`src/rtl/read_logic.sv`:
```
// Read-side pointer generator for a 4-line x 2048-byte frame buffer ring.
// Drains lines completed by the writer and produces the read address and flow-control status.
module read_logic (
   input  logic        clk,
   input  logic        rst,
   input  logic [2:0]  wr_ptr_tribit,
   input  logic        rd_start,
   input  logic        rd_char_incr,
   input  logic        rd_restart_line,
   input  logic        rd_line_done,
   output logic [2:0]  rd_ptr_tribit,
   output logic [12:0] rd_ptr,
   output logic        rd_busy,
   output logic        line_available,
   output logic        buf_full,
   output logic [2:0]  lines_pending,
   output logic        rd_ovf
);

   localparam int unsigned PTR_W = 3;
   localparam int unsigned OFF_W = 11;
   localparam logic [OFF_W-1:0] OFF_MAX = OFF_W'(2047);

   typedef enum logic {
      ST_IDLE   = 1'b0,
      ST_ACTIVE = 1'b1
   } state_e;

   state_e           state_q;
   logic [PTR_W-1:0] rl_q;
   logic [OFF_W-1:0] off_q;
   logic             ovf_q;

   // Occupancy is derived live from the writer pointer so it tracks writer advances immediately.
   assign lines_pending  = PTR_W'(wr_ptr_tribit - rl_q);
   assign line_available = (rl_q != wr_ptr_tribit);
   assign buf_full       = (rl_q[1:0] == wr_ptr_tribit[1:0]) && (rl_q[2] != wr_ptr_tribit[2]);

   assign rd_ptr_tribit = rl_q;
   assign rd_ptr        = {rl_q[1:0], off_q};
   assign rd_busy       = (state_q == ST_ACTIVE);
   assign rd_ovf        = ovf_q;

   // Read FSM; in ACTIVE, line release beats rewind beats increment.
   always_ff @(posedge clk) begin
      if (rst) begin
         state_q <= ST_IDLE;
         rl_q    <= '0;
         off_q   <= '0;
         ovf_q   <= 1'b0;
      end else begin
         case (state_q)
            ST_IDLE: begin
               if (rd_start && line_available) begin
                  state_q <= ST_ACTIVE;
                  off_q   <= '0;
                  ovf_q   <= 1'b0;
               end
            end
            ST_ACTIVE: begin
               if (rd_line_done) begin
                  rl_q    <= PTR_W'(rl_q + PTR_W'(1));
                  off_q   <= '0;
                  ovf_q   <= 1'b0;
                  state_q <= ST_IDLE;
               end else if (rd_restart_line) begin
                  off_q <= '0;
                  ovf_q <= 1'b0;
               end else if (rd_char_incr) begin
                  if (off_q != OFF_MAX) begin
                     off_q <= OFF_W'(off_q + OFF_W'(1));
                  end else begin
                     ovf_q <= 1'b1;
                  end
               end
            end
            default: state_q <= ST_IDLE;
         endcase
      end
   end

endmodule

```
`config.mk`:
```
export PLATFORM = sky130hd
export DESIGN_NAME = read_logic
export DESIGN_NICKNAME = d
export VERILOG_FILES = /design/src/rtl/read_logic.sv
export SDC_FILE = /design/constraint.sdc
export NUM_CORES = 1
export LEC_CHECK = 0
export CORE_ASPECT_RATIO = 1.5
export CORE_MARGIN = 1
export CORE_UTILIZATION = 49
export CTS_CLUSTER_DIAMETER = 60
export DETAILED_ROUTE_END_ITERATION = 7
export GPL_TIMING_DRIVEN = 0
export MAX_ROUTING_LAYER = met4
export PLACE_DENSITY = 0.84
export SYNTH_ARGS = -nofsm -noshare
export SYNTH_HDL_FRONTEND = slang
export SYNTH_SLANG_ARGS = --single-unit
```
`constraint.sdc`:
```
create_clock -name clk -period 3.2 [get_ports clk]
set_input_delay 0.64 -clock clk [delete_from_list [all_inputs] [get_ports clk]]
set_output_delay 0.64 -clock clk [all_outputs]
set_load 0.02 [all_outputs]
```
* Word-level counts from Yosys, hierarchy flattened
Cells that the tools add are included.
** Storage, ports and cells
- Bits in registers :: 16
- Latch bits :: 0
- Bits in writable memories :: 0
- Memory bits (read-only) :: 0
- Bits of input ports :: 9
- Output and inout bits :: 23
- Word-level logic and storage cells :: 36
- Memories :: 0
** Cells by class
- Add/sub/neg operators :: 3
- $mul :: 0
- Divide/modulo/power cells :: 0
- Magnitude comparators :: 0
- Eq/ne operators :: 8
- Shifts and indexed selects :: 0
- Mux-type cells :: 15
- Bitwise gates (word level) :: 1
- Reductions and logical operators :: 5
** Operators with widths (number)
- $mux W11 :: 5
- $pmux W11 S2 :: 1
- $add A11 B1 Y11 const B :: 1
- $ne A11 B11 Y1 const B :: 1
- $ne A4 B4 Y1 const B :: 2
- $mux W1 :: 7
- $reduce_and A3 Y1 :: 2
- $ne A4 B3 Y1 const B :: 1
- $pmux W1 S2 :: 2
- $add A3 B1 Y3 const B :: 1
- $ne A3 B3 Y1 :: 1
- $sub A3 B3 Y3 :: 1
- $eq A2 B2 Y1 :: 1
- $logic_and A1 B1 Y1 :: 2
- $ne A2 B2 Y1 const B :: 1
- $reduce_and A2 Y1 :: 1
- $ne A1 B1 Y1 :: 1
- $not A1 Y1 :: 1

* Depth between registers and ports, before layout
Gate-level depths: netlist of run 1.
- Word-level depth :: 6
- Depth in mapped cells :: 7
- Gate-level depth less buffers :: 6

* Least setup slack after synthesis of run 1
OpenSTA, ideal clock, no wires.
- Kind :: input port to output port
- Start point :: input port wr_ptr_tribit[0]
- End point :: output port lines_pending[2]
- Arrival :: 1.632 ns
- Required time :: 2.560 ns
- Path slack :: 0.928 ns
- Stages on the path :: 4
- Path buffers :: 0
- Path through :: inv_1 > ha_1 > fa_1 > xnor2_1
** Between the ends
- Word-level cells in the longest chain between the ends :: 1
** RTL lines
- from (decl) :: RTL line 6 : input logic [2:0] wr_ptr_tribit,
- $sub A3 B3 Y3 :: RTL line 35 : assign lines_pending = PTR_W'(wr_ptr_tribit - rl_q);
- to (decl) :: RTL line 16 : output logic [2:0] lines_pending,
No other way between the ends.

* Final worst setup path of run 1
Same ends and word-level chain as after synthesis.

==> results of run 1 <==
==> routing by layer <==
| metal | vias to the layer above | share of wire (%) |
|---|---|---|
| met1 | 493 | 41 |
| met2 | 38 | 53 |
| met5 | - | 0 |
| met4 | 0 | 1.2 |
| met3 | 6 | 4.6 |
| li1 | 506 | - |
==> worst reg2reg max path, stage by stage, from the launching register on <==
cell and delay [ns]:
dfxtp_1 0.43, ha_1 0.28, inv_1 0.09, o41ai_2 0.50
buf_4 0.26, a21oi_1 0.13, a221oi_1 0.28
==> stage by stage <==
stage	area (sq um)	cells	hold WS (ns)	util, %	worst slack, ns
4_1_cts	1360	170	0.485	72.4	0.0643
3_5_place_dp	1340	167	0.463	71.2	0.0639
3_3_place_gp	1340	167	0.451	71.2	0.0914
6_report	1360	170	0.477	72.4	0.0697
5_1_grt	1360	170	0.512	72.4	0.00256
2_1_floorplan	1000	115	0.567	-	0.928
==> cell usage in the layout (no fill, tap or decap), drive strengths merged, types with 4 or more instances in the layout <==
cell	Yosys	routed
nand4	4	4
dfxtp	16	16
ha	4	4
inv	9	9
a31oi	4	4
or4	6	6
clkbuf	2	5
o211ai	7	7
a21oi	5	5
buf	4	4
nand2	10	10
clkdlybuf4s50	0	31
nand3	8	8
==> kinds of logic after synthesis <==
logic type               Yosys count
AND/OR/NAND/NOR                   42
AO/OA/AOI/OAI                     30
flip-flops                        16
buffers and inverters             15
XOR/XNOR                           5
adder cells (fa/ha/maj)            5
multiplexers                       2
==> cell usage after synthesis, types with 2 or more instances <==
| master | n | area, sq um |
|---|---|---|
| xnor2_1 | 2 | 17.5 |
| a21oi_1 | 5 | 25.0 |
| xor2_1 | 3 | 26.3 |
| nand4_1 | 4 | 25.0 |
| nor2_1 | 3 | 11.3 |
| dfxtp_1 | 16 | 320 |
| a31oi_1 | 4 | 25.0 |
| and3_1 | 3 | 18.8 |
| or4_1 | 6 | 45.0 |
| mux2i_1 | 2 | 20.0 |
| inv_1 | 9 | 33.8 |
| ha_1 | 4 | 50.1 |
| nand2_1 | 10 | 37.5 |
| and2_1 | 2 | 12.5 |
| nand3_1 | 8 | 40.0 |
| o211ai_1 | 7 | 52.6 |
| clkbuf_1 | 2 | 7.51 |
| o21a_1 | 2 | 15.0 |
| buf_4 | 3 | 22.5 |
| a211o_2 | 2 | 20.0 |
| nor4_1 | 2 | 12.5 |
==> state kept, by name, indices dropped and copies added, names as in the netlist <==
signal / flops
off_q: 11
rd_busy: 1
rd_ovf: 1
rd_ptr_tribit: 3
==> power groups by stage <==
stage                     clock network [W]  logic (W)  registers (W)
after floorplan                           0  0.0000496       0.000217
after global placement                    0  0.0000951       0.000213
after detailed placement                  0  0.0000978       0.000213
after CTS                          0.000113  0.0000981       0.000208
after global routing               0.000122   0.000106       0.000210
final                              0.000111  0.0000984       0.000209
==> layout make-up <==
cell class / count / area, sq um
sequential: 16 / 320
multi-input combinational: 84 / 604
clock buffer: 3 / 22.5
timing repair buffer: 31 / 310
tap: 21 / 26.3
inverter: 9 / 33.8
fill: 160 / 519
buffer: 6 / 41.3
==> worst paths after layout <==
kind / startpoint / slack, ns / to
worst max-delay path: wr_ptr_tribit[0] / 0.07 / lines_pending[2]
worst min-delay path: rd_ovf$_SDFFE_PP0P_ / 0.48 / rd_ovf$_SDFFE_PP0P_
worst max register to register: off_q[0]$_SDFFE_PP0P_ / 1.15 / off_q[8]$_SDFFE_PP0P_
worst min register to register: rd_ovf$_SDFFE_PP0P_ / 0.48 / rd_ovf$_SDFFE_PP0P_
==> flow_summary.toml, run 1 <==
[status]
status = "complete, no violations"

[die]
die_w_um = 38.9
fp.dieH_um = 57.3
io-pin-count = 32
row_count = 19
core_area_sq_um = 1880
dieArea_sq_um = 2230
initial_utilization_pct = 53.2

[pwr]
p_switching_w = 0.000125
p_leak_nw = 0.479
p_int_w = 0.000293
clockPowerShare_pct = 26.6
power_w = 0.000418
pwr-share-comb_pct = 23.5
seqPwrFrac_pct = 49.9
power_density_nw_per_um2 = 308
vdd_drop_max_mv = 0.294
swShare_pct = 29.9

[synthesis]
synthMuxAreaShare_pct = 2.00
synth_area_per_cell_sq_um = 8.69
synth_edf_count = 0
synth_seq_cells = 16
synth-xor-area-share_pct = 4.38
synth-simple-area-share_pct = 24.3
async_flop_share_pct = 0
syn_nets = 129
ys_seq_area_share_pct = 32.0
yosys.area_share.adder_pct = 7.01
synth_compound_area_share_pct = 22.8
yosysUniqueCellTypes = 37
yosys_most_used_dff = "dfxtp_1"
synth_top_family_by_area = "simple AND/OR/NAND/NOR gates"
syn_area_sq_um = 1000
synth_cells = 115
yosysWarnings = 0

[cells_and_area]
nNetsFinal = 165
diodes = 0
synthToLayoutAreaGrowth_pct = 35.9
drive_gt1_share_pct = 8.72

[timing]
post-route-min-period_ns = 3.13
fin_crit_sh_pct = 97.8
final-hold-violation-count = 0
fin_worst_skew_ns = 0.00104
setup_viol = 0
worstMarginPinSlew_ns = 0.686
fin_setup_tns_ns = 0
slew-limit-headroom_pct = 54.1
drv_slew = 0
rsz0062_at_grt = "false"
fmax_ghz = 0.319

[clock_tree]
cts_resized = 0
cts_tree = "built"
ctsHoldBuffers = 0
clock-sinks = 16
post-cts-setup-buffer-count = 0
clock_latency_ns = 0.29
tritoncts.num_buffers = 3
h-tree-depth = 1
clk_pin_slew_ns = 0.09
clockBufferDepth = 2
cts-root-buf = "clkbuf_4"

[worst_setup_path]
crit_type = "in2out"
arrival_ns = 2.49
cp-start-kind = "input port"
endpoint_kind = "output pin"
reg2reg_depth = 6
crit_chain = "clkdlybuf4s50_1 -> inv_1 -> ha_1 -> fa_1 -> xnor2_1 -> clkdlybuf4s50_1"
path_buf_inv = 3
critical_path_required_ns = 2.56
worst-path-stages = 6
worst-path-max-fanout = 1
max_stage_delay_ns = 0.62
timing.critical_path.mode_cell = "clkdlybuf4s50_1"
critPathTopFamily = "buffers and inverters"
cp_slowest_cell = "clkdlybuf4s50_1"

[global_route]
grt.met2_usage_pct = 43.1
use_met3_pct = 3.89
grt_pass1_vias = 969
grt_pass1_wl_um = 4170
grt_use_total_pct = 26.5
gr-total-overflow = 0
use_met1_pct = 31.7
grt_max_degree = 11
antenna_found_initial = 0
busiest_layer = "met2"

[placed_design]
port_buffers = 31
gp_congestion = 0.896
dp_hpwl_um = 1860

[route]
ant_nets = 0
drt_wl_total_um = 2480
dr.pass1.iters = 4
num_vias = 1043
drt-wirelength-per-cell_um = 14.6
drt_iter0_markers = 33
drcViolationCount = 0
via_per_inst = 6.14

[run]
drv_cap = 0

[min_path]
min_path_cells = 1
hp-class = "reg2reg"
No activity file was read; power rests on OpenSTA's default activity.
==> inputs of run 2 (changes only) <==
- REMOVE_ABC_BUFFERS: not set -> 1
==> run 2 against run 1 <==
Die area unchanged. Worst setup slack gained 0.092 ns. Cell count decreased by 2.9%. Sequential share of layout area grew 0.44 points. Utilization shrank 1.3 points. Flip-flop and latch count unchanged. First-iteration DRC count shrank 18%. Largest power group unchanged.
==> flow_summary.toml, run 2 (synthesis gave the netlist of run 1 again) <==
[worst_setup_path]
worst-path-max-fanout = 1
path_buf_inv = 4
cp_slowest_cell = "clkdlybuf4s50_1"
max_stage_delay_ns = 0.59
crit_type = "in2out"
endpoint_kind = "output pin"
critical_path_required_ns = 2.56
reg2reg_depth = 5
crit_chain = "clkdlybuf4s50_1 -> inv_1 -> ha_1 -> fa_1 -> inv_1 -> clkdlybuf4s50_1"
cp-start-kind = "input port"
worst-path-stages = 6
critPathTopFamily = "buffers and inverters"
arrival_ns = 2.40

[min_path]
min_path_cells = 1
hp-class = "reg2reg"

[route]
num_vias = 1033
dr.pass1.iters = 4
drt_wl_total_um = 2410
drt_iter0_markers = 27
drt-wirelength-per-cell_um = 14.6
via_per_inst = 6.26
ant_nets = 0
drcViolationCount = 0

[timing]
drv_slew = 0
slew-limit-headroom_pct = 29.1
setup_viol = 0
fin_worst_skew_ns = 0.00531
fin_crit_sh_pct = 95.0
holdWs_ns = 0.483
fmax_ghz = 0.329
post-route-min-period_ns = 3.04
final-hold-violation-count = 0
rsz0062_at_grt = "false"
worstMarginPinSlew_ns = 1.05
fin_setup_tns_ns = 0

[die]
row_count = 19
core_area_sq_um = 1880
dieArea_sq_um = 2230
fp.dieH_um = 57.3
die_w_um = 38.9
io-pin-count = 32
initial_utilization_pct = 53.2

[cells_and_area]
synthToLayoutAreaGrowth_pct = 33.4
drive_gt1_share_pct = 6.94
layout_common_cells = "30 x clkdlybuf4s50_1, 16 x dfxtp_1, 10 x nand2_1"
top_register = "off_q"
final_common_cell = "clkdlybuf4s50_1"
diodes = 0
nNetsFinal = 159
largest_reg_flops = 11

[global_route]
grt_max_degree = 15
grt_pass1_wl_um = 3910
grt_pass1_vias = 895
antenna_found_initial = 0
grt_use_total_pct = 24.6
gr-total-overflow = 0

[pwr]
power_density_nw_per_um2 = 329
p_leak_nw = 0.471
vdd_drop_max_mv = 0.237

[placed_design]
dp_hpwl_um = 1770
gp_congestion = 0.817
port_buffers = 31

[run]
drv_cap = 0

[clock_tree]
ctsHoldBuffers = 0
clockBufferDepth = 2
cts-root-buf = "clkbuf_4"
h-tree-depth = 1
tritoncts.num_buffers = 3
clock_latency_ns = 0.29
post-cts-setup-buffer-count = 0
clk_pin_slew_ns = 0.10
cts_tree = "built"
clock-sinks = 16
cts_resized = 0

[status]
status = "complete, no violations"
==> run 2: final cells by class <==
class                      count  area (sq um)
sequential                    16           320
tap                           21          26.3
inverter                       9          33.8
timing repair buffer          31           313
fill                         162           544
clock buffer                   4          36.3
multi-input combinational     84           604
==> run 2: per-layer routing <==
layer	up-vias	part of all wire (%)	wire (um)	track usage [%]
li1	492	-	-	-
met1	486	40	953	28.5
met2	51	52	1260	41.2
met3	4	6.6	159	3.11
met4	0	1.3	31	9.36
met5	-	0	0	-
==> run 2: stage by stage <==
step	instances	setup slack, ns	instance area [sq um]	power, W	utilization, %
global route	165	0.0439	1330	0.000458	71.0
finish	165	0.161	1330	0.000439	71.0
floorplan	109	0.928	958	0.000260	-
global placement	161	0.0761	1290	0.000302	69.0
CTS	165	0.0387	1330	0.000440	70.9
detailed placement	161	0.0340	1290	0.000305	69.0
==> run 2: report_power, final <==
part           switching, W  internal (W)
combinational     0.0000496     0.0000424
clock             0.0000690     0.0000693
sequential       0.00000567      0.000203
total              0.000124      0.000314
==> run 2: final timing paths <==
| kind | to | slack, ns | from |
|---|---|---|---|
| max | lines_pending[1] | 0.16 | wr_ptr_tribit[0] |
| min | rd_ovf$_SDFFE_PP0P_ | 0.48 | rd_ovf$_SDFFE_PP0P_ |
| max reg2reg | off_q[8]$_SDFFE_PP0P_ | 0.80 | off_q[0]$_SDFFE_PP0P_ |
| min reg2reg | rd_ovf$_SDFFE_PP0P_ | 0.48 | rd_ovf$_SDFFE_PP0P_ |
